===== config.mk =====
export PLATFORM = sky130hd
export DESIGN_NAME = id_ex_pipe_stage_flat
export DESIGN_NICKNAME = d
export VERILOG_FILES = /design/src/rtl/mips_pipe_pkg.sv /design/src/rtl/id_ex_pipe_stage_if.sv /design/src/rtl/id_ex_pipe_stage_hazard_fsm.sv /design/src/rtl/id_ex_pipe_stage.sv /design/src/flat_wrapper.sv
export SDC_FILE = /design/constraint.sdc
export NUM_CORES = 1
export LEC_CHECK = 0
export CAP_MARGIN = 20
export CELL_PAD_IN_SITES_DETAIL_PLACEMENT = 0
export CELL_PAD_IN_SITES_GLOBAL_PLACEMENT = 2
export CORE_ASPECT_RATIO = 0.6
export CORE_MARGIN = 5
export CORE_UTILIZATION = 20
export DETAILED_ROUTE_END_ITERATION = 6
export HOLD_SLACK_MARGIN = 0.08
export PLACE_DENSITY = 0.84
export SKIP_LAST_GASP = 1
export SLEW_MARGIN = 5
export SYNTH_ARGS = -nofsm -noshare
export SYNTH_HDL_FRONTEND = slang
export SYNTH_SLANG_ARGS = --single-unit

===== constraint.sdc =====
create_clock -name Clk -period 1.7 [get_ports Clk]
set_input_delay 0.425 -clock Clk [delete_from_list [all_inputs] [get_ports Clk]]
set_output_delay 0.425 -clock Clk [all_outputs]
set_load 0.05 [all_outputs]

===== src/rtl/mips_pipe_pkg.sv =====
// Shared MIPS32 pipeline definitions: control-bundle layout, ALUOp codes, bubble constant
// and the ID/EX hazard FSM state encoding.
package mips_pipe_pkg;

   localparam int CTRL_W = 10;

   // Bit positions inside {RegWrite,MemtoReg,MemRead,MemWrite,ALUSrc,RegDst,ALUOp[3:0]}
   localparam int CTRL_REGWRITE  = 9;
   localparam int CTRL_MEMTOREG  = 8;
   localparam int CTRL_MEMREAD   = 7;
   localparam int CTRL_MEMWRITE  = 6;
   localparam int CTRL_ALUSRC    = 5;
   localparam int CTRL_REGDST    = 4;
   localparam int CTRL_ALUOP_MSB = 3;
   localparam int CTRL_ALUOP_LSB = 0;

   typedef logic [CTRL_W-1:0] ctrl_t;

   localparam logic [3:0] ALUOP_ADD   = 4'h0;
   localparam logic [3:0] ALUOP_SUB   = 4'h1;
   localparam logic [3:0] ALUOP_AND   = 4'h2;
   localparam logic [3:0] ALUOP_OR    = 4'h3;
   localparam logic [3:0] ALUOP_SLT   = 4'h4;
   localparam logic [3:0] ALUOP_LUI   = 4'h5;
   localparam logic [3:0] ALUOP_RTYPE = 4'hF;

   localparam ctrl_t CTRL_BUBBLE = '0;

   localparam logic [0:0] HZ_RUN   = 1'b0;
   localparam logic [0:0] HZ_STALL = 1'b1;

   // $zero never matches: writes to it are discarded and reads are constant.
   function automatic logic reg_match(input logic [4:0] a, input logic [4:0] b);
      return (a != 5'd0) && (a == b);
   endfunction

endpackage


===== src/rtl/id_ex_pipe_stage_if.sv =====
// ID/EX stage bus: ID-side operands and control, WB bypass inputs, Stall_ID and the EX-side outputs.
interface id_ex_pipe_stage_if #(
   parameter int DATA_W = 32,
   parameter int CTRL_W = mips_pipe_pkg::CTRL_W
);
   logic [DATA_W-1:0] Read_Data_1_ID;
   logic [DATA_W-1:0] Read_Data_2_ID;
   logic [DATA_W-1:0] Sign_Extend_ID;
   logic [4:0]        Rs_ID;
   logic [4:0]        Rt_ID;
   logic [4:0]        Rd_ID;
   logic              Uses_Rt_ID;
   logic [CTRL_W-1:0] Control_ID;
   logic              Flush_ID;
   logic [4:0]        Write_Register_WB;
   logic [DATA_W-1:0] Write_Data_WB;
   logic              RegWrite_WB;
   logic              Stall_ID;
   logic [DATA_W-1:0] Read_Data_1_EX;
   logic [DATA_W-1:0] Read_Data_2_EX;
   logic [DATA_W-1:0] Sign_Extend_EX;
   logic [4:0]        Rs_EX;
   logic [4:0]        Rt_EX;
   logic [4:0]        Rd_EX;
   logic [CTRL_W-1:0] Control_EX;
   logic              Valid_EX;

   modport master (
      output Read_Data_1_ID, Read_Data_2_ID, Sign_Extend_ID, Rs_ID, Rt_ID, Rd_ID,
             Uses_Rt_ID, Control_ID, Flush_ID, Write_Register_WB, Write_Data_WB, RegWrite_WB,
      input  Stall_ID, Read_Data_1_EX, Read_Data_2_EX, Sign_Extend_EX, Rs_EX, Rt_EX, Rd_EX,
             Control_EX, Valid_EX
   );

   modport slave (
      input  Read_Data_1_ID, Read_Data_2_ID, Sign_Extend_ID, Rs_ID, Rt_ID, Rd_ID,
             Uses_Rt_ID, Control_ID, Flush_ID, Write_Register_WB, Write_Data_WB, RegWrite_WB,
      output Stall_ID, Read_Data_1_EX, Read_Data_2_EX, Sign_Extend_EX, Rs_EX, Rt_EX, Rd_EX,
             Control_EX, Valid_EX
   );
endinterface


===== src/rtl/id_ex_pipe_stage_hazard_fsm.sv =====
// Load-use hazard detection for the ID/EX register: compares the load in EX against the ID
// source registers and holds IF/ID for LOAD_STALL_CYCLES cycles; a branch flush overrides it.
module id_ex_hazard_fsm #(
   parameter int LOAD_STALL_CYCLES = 1
) (
   input  logic       Clk,
   input  logic       Reset_n,
   input  logic       Valid_EX_i,
   input  logic       MemRead_EX_i,
   input  logic [4:0] Rt_EX_i,
   input  logic [4:0] Rs_ID_i,
   input  logic [4:0] Rt_ID_i,
   input  logic       Uses_Rt_ID_i,
   input  logic       Flush_ID_i,
   output logic       Stall_ID_o,
   output logic       Bubble_o
);
   import mips_pipe_pkg::*;

   localparam logic [2:0] STALL_RELOAD = 3'(LOAD_STALL_CYCLES - 1);

   logic [0:0] state_d, state_q;
   logic [2:0] cnt_d, cnt_q;
   logic       hz;

   assign hz = Valid_EX_i & MemRead_EX_i &
               (reg_match(Rt_EX_i, Rs_ID_i) | (Uses_Rt_ID_i & reg_match(Rt_EX_i, Rt_ID_i)));

   // A squashed instruction can never stall, so the flush check comes first.
   always_comb begin
      state_d    = state_q;
      cnt_d      = cnt_q;
      Stall_ID_o = 1'b0;
      Bubble_o   = 1'b0;
      if (Flush_ID_i) begin
         Bubble_o = 1'b1;
         state_d  = HZ_RUN;
         cnt_d    = 3'd0;
      end else if (state_q == HZ_STALL) begin
         Stall_ID_o = 1'b1;
         Bubble_o   = 1'b1;
         cnt_d      = cnt_q - 3'd1;
         if (cnt_q == 3'd1) state_d = HZ_RUN;
      end else if (hz) begin
         Stall_ID_o = 1'b1;
         Bubble_o   = 1'b1;
         if (LOAD_STALL_CYCLES > 1) begin
            state_d = HZ_STALL;
            cnt_d   = STALL_RELOAD;
         end
      end
   end

   always_ff @(posedge Clk or negedge Reset_n) begin
      if (!Reset_n) begin
         state_q <= HZ_RUN;
         cnt_q   <= 3'd0;
      end else begin
         state_q <= state_d;
         cnt_q   <= cnt_d;
      end
   end

endmodule


===== src/rtl/id_ex_pipe_stage.sv =====
// ID/EX pipeline register with load-use stall/bubble insertion and branch flush.
// Optional WB-to-EX write-through of same-cycle register-file writes: ID_EX_WB_BYPASS_EN.
module id_ex_pipe_stage #(
   parameter int DATA_W            = 32,
   parameter int CTRL_W            = mips_pipe_pkg::CTRL_W,
   parameter int LOAD_STALL_CYCLES = 1
) (
   input logic               Clk,
   input logic               Reset_n,
   id_ex_pipe_stage_if.slave bus
);
   import mips_pipe_pkg::*;

   logic              bubble;
   logic              stall;
   logic [DATA_W-1:0] op1, op2;

   logic [DATA_W-1:0] rd1_d, rd1_q, rd2_d, rd2_q, imm_d, imm_q;
   logic [4:0]        rs_d, rs_q, rt_d, rt_q, rd_d, rd_q;
   logic [CTRL_W-1:0] ctrl_d, ctrl_q;
   logic              valid_d, valid_q;

   id_ex_hazard_fsm #(
      .LOAD_STALL_CYCLES(LOAD_STALL_CYCLES)
   ) u_hazard (
      .Clk         (Clk),
      .Reset_n     (Reset_n),
      .Valid_EX_i  (valid_q),
      .MemRead_EX_i(ctrl_q[CTRL_MEMREAD]),
      .Rt_EX_i     (rt_q),
      .Rs_ID_i     (bus.Rs_ID),
      .Rt_ID_i     (bus.Rt_ID),
      .Uses_Rt_ID_i(bus.Uses_Rt_ID),
      .Flush_ID_i  (bus.Flush_ID),
      .Stall_ID_o  (stall),
      .Bubble_o    (bubble)
   );

`ifdef ID_EX_WB_BYPASS_EN
   // The register file commits on the same edge we sample, so ID cannot see the WB write yet.
   assign op1 = (bus.RegWrite_WB && reg_match(bus.Write_Register_WB, bus.Rs_ID)) ?
                bus.Write_Data_WB : bus.Read_Data_1_ID;
   assign op2 = (bus.RegWrite_WB && reg_match(bus.Write_Register_WB, bus.Rt_ID)) ?
                bus.Write_Data_WB : bus.Read_Data_2_ID;
`else
   logic unused_wb;
   assign unused_wb = ^{bus.RegWrite_WB, bus.Write_Register_WB, bus.Write_Data_WB};
   assign op1       = bus.Read_Data_1_ID;
   assign op2       = bus.Read_Data_2_ID;
`endif

   always_comb begin
      rd1_d   = '0;
      rd2_d   = '0;
      imm_d   = '0;
      rs_d    = '0;
      rt_d    = '0;
      rd_d    = '0;
      ctrl_d  = CTRL_W'(CTRL_BUBBLE);
      valid_d = 1'b0;
      if (!bubble) begin
         rd1_d   = op1;
         rd2_d   = op2;
         imm_d   = bus.Sign_Extend_ID;
         rs_d    = bus.Rs_ID;
         rt_d    = bus.Rt_ID;
         rd_d    = bus.Rd_ID;
         ctrl_d  = bus.Control_ID;
         valid_d = 1'b1;
      end
   end

   always_ff @(posedge Clk or negedge Reset_n) begin
      if (!Reset_n) begin
         rd1_q   <= '0;
         rd2_q   <= '0;
         imm_q   <= '0;
         rs_q    <= '0;
         rt_q    <= '0;
         rd_q    <= '0;
         ctrl_q  <= '0;
         valid_q <= 1'b0;
      end else begin
         rd1_q   <= rd1_d;
         rd2_q   <= rd2_d;
         imm_q   <= imm_d;
         rs_q    <= rs_d;
         rt_q    <= rt_d;
         rd_q    <= rd_d;
         ctrl_q  <= ctrl_d;
         valid_q <= valid_d;
      end
   end

   assign bus.Stall_ID       = stall;
   assign bus.Read_Data_1_EX = rd1_q;
   assign bus.Read_Data_2_EX = rd2_q;
   assign bus.Sign_Extend_EX = imm_q;
   assign bus.Rs_EX          = rs_q;
   assign bus.Rt_EX          = rt_q;
   assign bus.Rd_EX          = rd_q;
   assign bus.Control_EX     = ctrl_q;
   assign bus.Valid_EX       = valid_q;

endmodule


===== src/flat_wrapper.sv =====
// flat-port wrapper written by rule: the top's interface ports become plain ports
module id_ex_pipe_stage_flat import mips_pipe_pkg::*;
#(
   parameter int DATA_W            = 32,
   parameter int CTRL_W            = mips_pipe_pkg::CTRL_W,
   parameter int LOAD_STALL_CYCLES = 1
)
  (Clk, Reset_n, bus_Read_Data_1_ID, bus_Read_Data_2_ID, bus_Sign_Extend_ID, bus_Rs_ID, bus_Rt_ID, bus_Rd_ID, bus_Uses_Rt_ID, bus_Control_ID, bus_Flush_ID, bus_Write_Register_WB, bus_Write_Data_WB, bus_RegWrite_WB, bus_Stall_ID, bus_Read_Data_1_EX, bus_Read_Data_2_EX, bus_Sign_Extend_EX, bus_Rs_EX, bus_Rt_EX, bus_Rd_EX, bus_Control_EX, bus_Valid_EX);
  id_ex_pipe_stage_if #(.DATA_W(DATA_W), .CTRL_W(CTRL_W)) bus_i ();
  input logic Clk;
  input logic Reset_n;
  input wire logic [$bits(bus_i.Read_Data_1_ID)-1:0] bus_Read_Data_1_ID;
  input wire logic [$bits(bus_i.Read_Data_2_ID)-1:0] bus_Read_Data_2_ID;
  input wire logic [$bits(bus_i.Sign_Extend_ID)-1:0] bus_Sign_Extend_ID;
  input wire logic [$bits(bus_i.Rs_ID)-1:0] bus_Rs_ID;
  input wire logic [$bits(bus_i.Rt_ID)-1:0] bus_Rt_ID;
  input wire logic [$bits(bus_i.Rd_ID)-1:0] bus_Rd_ID;
  input wire logic [$bits(bus_i.Uses_Rt_ID)-1:0] bus_Uses_Rt_ID;
  input wire logic [$bits(bus_i.Control_ID)-1:0] bus_Control_ID;
  input wire logic [$bits(bus_i.Flush_ID)-1:0] bus_Flush_ID;
  input wire logic [$bits(bus_i.Write_Register_WB)-1:0] bus_Write_Register_WB;
  input wire logic [$bits(bus_i.Write_Data_WB)-1:0] bus_Write_Data_WB;
  input wire logic [$bits(bus_i.RegWrite_WB)-1:0] bus_RegWrite_WB;
  output wire logic [$bits(bus_i.Stall_ID)-1:0] bus_Stall_ID;
  output wire logic [$bits(bus_i.Read_Data_1_EX)-1:0] bus_Read_Data_1_EX;
  output wire logic [$bits(bus_i.Read_Data_2_EX)-1:0] bus_Read_Data_2_EX;
  output wire logic [$bits(bus_i.Sign_Extend_EX)-1:0] bus_Sign_Extend_EX;
  output wire logic [$bits(bus_i.Rs_EX)-1:0] bus_Rs_EX;
  output wire logic [$bits(bus_i.Rt_EX)-1:0] bus_Rt_EX;
  output wire logic [$bits(bus_i.Rd_EX)-1:0] bus_Rd_EX;
  output wire logic [$bits(bus_i.Control_EX)-1:0] bus_Control_EX;
  output wire logic [$bits(bus_i.Valid_EX)-1:0] bus_Valid_EX;
  assign bus_i.Read_Data_1_ID = bus_Read_Data_1_ID;
  assign bus_i.Read_Data_2_ID = bus_Read_Data_2_ID;
  assign bus_i.Sign_Extend_ID = bus_Sign_Extend_ID;
  assign bus_i.Rs_ID = bus_Rs_ID;
  assign bus_i.Rt_ID = bus_Rt_ID;
  assign bus_i.Rd_ID = bus_Rd_ID;
  assign bus_i.Uses_Rt_ID = bus_Uses_Rt_ID;
  assign bus_i.Control_ID = bus_Control_ID;
  assign bus_i.Flush_ID = bus_Flush_ID;
  assign bus_i.Write_Register_WB = bus_Write_Register_WB;
  assign bus_i.Write_Data_WB = bus_Write_Data_WB;
  assign bus_i.RegWrite_WB = bus_RegWrite_WB;
  assign bus_Stall_ID = bus_i.Stall_ID;
  assign bus_Read_Data_1_EX = bus_i.Read_Data_1_EX;
  assign bus_Read_Data_2_EX = bus_i.Read_Data_2_EX;
  assign bus_Sign_Extend_EX = bus_i.Sign_Extend_EX;
  assign bus_Rs_EX = bus_i.Rs_EX;
  assign bus_Rt_EX = bus_i.Rt_EX;
  assign bus_Rd_EX = bus_i.Rd_EX;
  assign bus_Control_EX = bus_i.Control_EX;
  assign bus_Valid_EX = bus_i.Valid_EX;
  id_ex_pipe_stage #(.DATA_W(DATA_W), .CTRL_W(CTRL_W), .LOAD_STALL_CYCLES(LOAD_STALL_CYCLES)) u_core (.Clk(Clk), .Reset_n(Reset_n), .bus(bus_i));
endmodule

==> results.py <==
metrics = {
    "floorplanning": {
        "start_util": 0.2027,
        "top_level_ports": 286,
        "die_area_sq_um": 28970,
        "chipWidth_um": 216.4,
        "core_area_sq_um": 25220,
        "placementRows": 45,
        "die_y_um": 133.9,
    },
    "clock_tree": {
        "cts_buffers": 17,
        "maximum_clock_insertion_buffer_count": 2,
        "cts.root.buffer_cell": "clkbuf_16",
        "worst_setup_hold_path_clk_slew_ps": 60,
        "cts-htree-levels": 4,
        "tritoncts": "built",
        "cts.sink_count": 126,
        "worstSkewPairLatency_ps": 430,
    },
    "placement": {
        "dpl.hpwl_um": 12630,
        "finalWeightedCongestion": 0.7612,
        "pre_cts_ws_ps": -535.9,
        "numPortBuffers": 247,
    },
    "power_and_ir_drop": {
        "fin_total_pwr_mw": 8.843,
        "p_leak_nw": 4.286,
        "power-per-cell-area_nw_per_um2": 940.1,
        "ir_drop_v": 0.0005543,
    },
    "critical_path": {
        "crit_family": "buffers and inverters",
        "crit_path_max_incr_delay_ps": 520,
        "worst-endpoint-required_ps": 1270,
        "setup.worst_path.end_class": "output port",
        "r2r_slack_ps": -70,
        "timing.critical_path.buf_inv": 2,
        "worstReg2RegEnd": "u_core.bus.Rs_EX[4]$_DFF_PN0_",
        "cp_max_fo": 2,
        "worstSetupPathType": "in -> out",
        "timing.rr.start": "u_core.bus.Rt_EX[2]$_DFF_PN0_",
        "timing.critical_path.from_type": "input pin",
        "worstPathCellList": "clkdlybuf4s50_1 -> xnor2_2 -> nand4_1 -> o22ai_4 -> a32o_2 -> buf_12",
        "critical-path-slowest-cell": "clkdlybuf4s50_1",
        "worst-endpoint-arrival_ps": 1770,
        "r2r_cells": 8,
    },
    "global_routing": {
        "grt_antenna_before_repair": 1,
        "grt_util_all_layers": 0.1295,
        "maximum_number_of_pins_on_one_net_before_global_route_repair": 45,
        "vias_in_the_first_global_route": 4614,
        "grt-busiest-layer": "met2",
        "groute.layer.met1.usage": 0.1647,
        "grt_pass1_wl_um": 28470,
        "gr-usage-met2": 0.1882,
        "grt_overflow_total": 0,
        "gr-usage-met3": 0.07354,
    },
    "sta": {
        "setup_repair_after_global_routing_missed_its_margin": "yes",
        "setup_ws_ps": -493.1,
        "timing.max_slew.rel_slack": 0.6760,
        "timing.final.setup_violations": 119,
        "finalClockSkew_ps": 16.72,
        "holdWs_ps": 418.5,
        "timing.final.crit_share": 1.290,
        "slew_violations": 0,
        "fmax_ghz": 0.4560,
        "period_minus_ws_final_ps": 2193,
        "worst_pin_slew_ps": 485.9,
        "timing_hold_violations_final": 0,
    },
    "synthesis": {
        "synth.area.top_cells": "dfrtp_1 (62%), a21oi_2 (14%), nand2_1 (8.5%), buf_6 (4.0%), a21oi_1 (3.2%)",
        "ys_async_sr_fraction": 1.000,
        "yosysMostFrequentCell": "dfrtp_1",
        "synth_cells": 449,
        "synth-edff-count": 0,
        "post_synth.cell_area_avg_sq_um": 11.39,
        "count_of_distinct_cell_types_in_the_synthesized_netlist": 21,
        "post-synth-top-area-fraction": 0.6166,
        "synth_nets": 614,
        "yosysSeqAreaShare": 0.6166,
        "synth_common_cells": "dfrtp_1 (126), nand2_1 (116), a21oi_2 (80)",
        "synth.cell_area_sq_um": 5114,
        "synth.ff_latch_count": 126,
        "yosys_most_used_dff": "dfrtp_1",
        "yosys.area.top_type": "dfrtp_1",
        "ys.warnings.count": 0,
    },
    "route": {
        "drt_drc_violations_left": 0,
        "dr.pass1.iters": 4,
        "detailedRoute.firstIterationViolations": 188,
        "detail_route.wl_per_cell_um": 18.21,
        "vias_post_dr": 4368,
        "wirelength_um": 19790,
        "route.antenna.remaining_nets": 0,
        "vias_per_cell": 4.018,
    },
    "final_layout": {
        "area_delta_synth_final_pct": 83.95,
        "number_of_filler_cells_placed_in_the_layout": 2523,
        "final_layout_size_suffix_gt1_frac": 0.4288,
        "multi_input_area_sq_um": 1723,
        "ff_latch_area_sq_um": 3159,
        "antenna_cells_inserted": 0,
        "nNetsFinal": 911,
        "finish.utilization": 0.3729,
    },
    "worst_hold_path": {
        "timing.hold.worst_endpoint": "u_core.bus.Rs_EX[0]$_DFF_PN0_",
        "min-delay-path-class": "in -> reg",
        "timing.hold.worst.start": "bus_Rs_ID[0]",
        "hold-path-cell-count": 3,
    },
    "job": {
        "max_cap_violations": 0,
    },
    "status": {
        "violations": "negative setup slack",
        "outcome": "finished, violations left",
    },
}
## layout make-up
type | count | share of cell area
Timing Repair Buffer | 318 | 0.3706
Clock inverter | 7 | 0.01197
Inverter | 14 | 0.005587
Multi-Input combinational cell | 269 | 0.1832
Tap cell | 329 | 0.04376
Sequential cell | 126 | 0.3359
Clock buffer | 24 | 0.04908
## state kept, by name (all words and copies together) (netlist names)
register,flops
u_core.bus.Control_EX,10
u_core.bus.Rd_EX,5
u_core.bus.Read_Data_1_EX,32
u_core.bus.Read_Data_2_EX,32
u_core.bus.Rs_EX,5
u_core.bus.Rt_EX,5
u_core.bus.Sign_Extend_EX,32
u_core.bus.Valid_EX,1
u_core.u_hazard.cnt_q,3
u_core.u_hazard.state_q,1
## cells by family (layout without fill, tap and decap cells)
logic type,Yosys count,in the layout,share of synthesized area
adder cells (fa/ha/maj),2,2,0.004893
buffers and inverters,56,363,0.07071
flip-flops,126,126,0.6166
AND/OR/NAND/NOR,127,129,0.09665
AO/OA/AOI/OAI,125,125,0.1884
multiplexers,1,1,0.002202
XOR/XNOR,12,12,0.02055
## worst min-delay path: cells and delay by family
family / cells / cell delay, ps
compound gates: 1 / 40
buf+inv: 2 / 340
## layer usage
metal / vias up / share of wire
met1: 2098 / 0.45
met3: 18 / 0.11
li1: 2067 / -
met4: 2 / 0.011
met5: - / 0.0010
met2: 183 / 0.43
## what timing repair did
item,4_1_cts,5_1_grt
pin swaps,6,1
hold buffers,1,0
gates cloned,8,12
setup buffers,4,6
setup endpoints to repair,118,119
gates resized for setup,25,23
endpoints found under the hold margin,39,0
## metrics by stage
stage / cells / TNS, ps / area, sq um
floorplan: 449 / -284.8 / 5125
global placement: 1025 / -62020 / 8100
finish: 1087 / -5043 / 9407
CTS: 1069 / -5215 / 8992
global route: 1087 / -11410 / 9407
detailed placement: 1025 / -59440 / 8100
## power by group
| part | internal [mW] | leakage, nW | total [mW] | switching, mW |
|---|---|---|---|---|
| clock | 2.33 | 0.278 | 3.67 | 1.34 |
| sequential | 3.15 | 1.62 | 3.22 | 0.0698 |
| combinational | 0.842 | 2.39 | 1.95 | 1.11 |
## worst max path at each step
stage | start | end | slack (ps) | cells after the start
after floorplan | u_core.bus.Rt_EX[4]$_DFF_PN0_ | bus_Stall_ID | -280 | 5
after global placement | bus_Rs_ID[0] | bus_Stall_ID | -560 | 6
after detailed placement | bus_Rs_ID[2] | bus_Stall_ID | -540 | 6
after CTS | u_core.bus.Rt_EX[2]$_DFF_PN0_ | bus_Stall_ID | -510 | 5
after global routing | u_core.bus.Rt_EX[0]$_DFF_PN0_ | bus_Stall_ID | -570 | 5
final | bus_Rt_ID[2] | bus_Stall_ID | -490 | 6
## layout by cell type, fill, tap and decap left out, drive strengths merged
cell           Yosys  routed
and3               2       4
clkbuf            15      32
a21oi            113     113
buf               27     184
a211oi            10      10
or2                1       1
ha                 2       2
a32o               1       1
xnor2             12      12
clkinvlp           0       1
mux2               1       1
dlygate4sd3        0       1
nor2               5       5
bufinv             0       3
clkdlybuf4s50      0     120
dlygate4sd2        0       3
bufbuf             0       2
o22ai              1       1
nand4              1       1
nand2            116     116
inv               14      14
nor3               1       1
dfrtp            126     126
nand3              1       1
clkinv             0       3
Power figures use the tool's default switching activity.
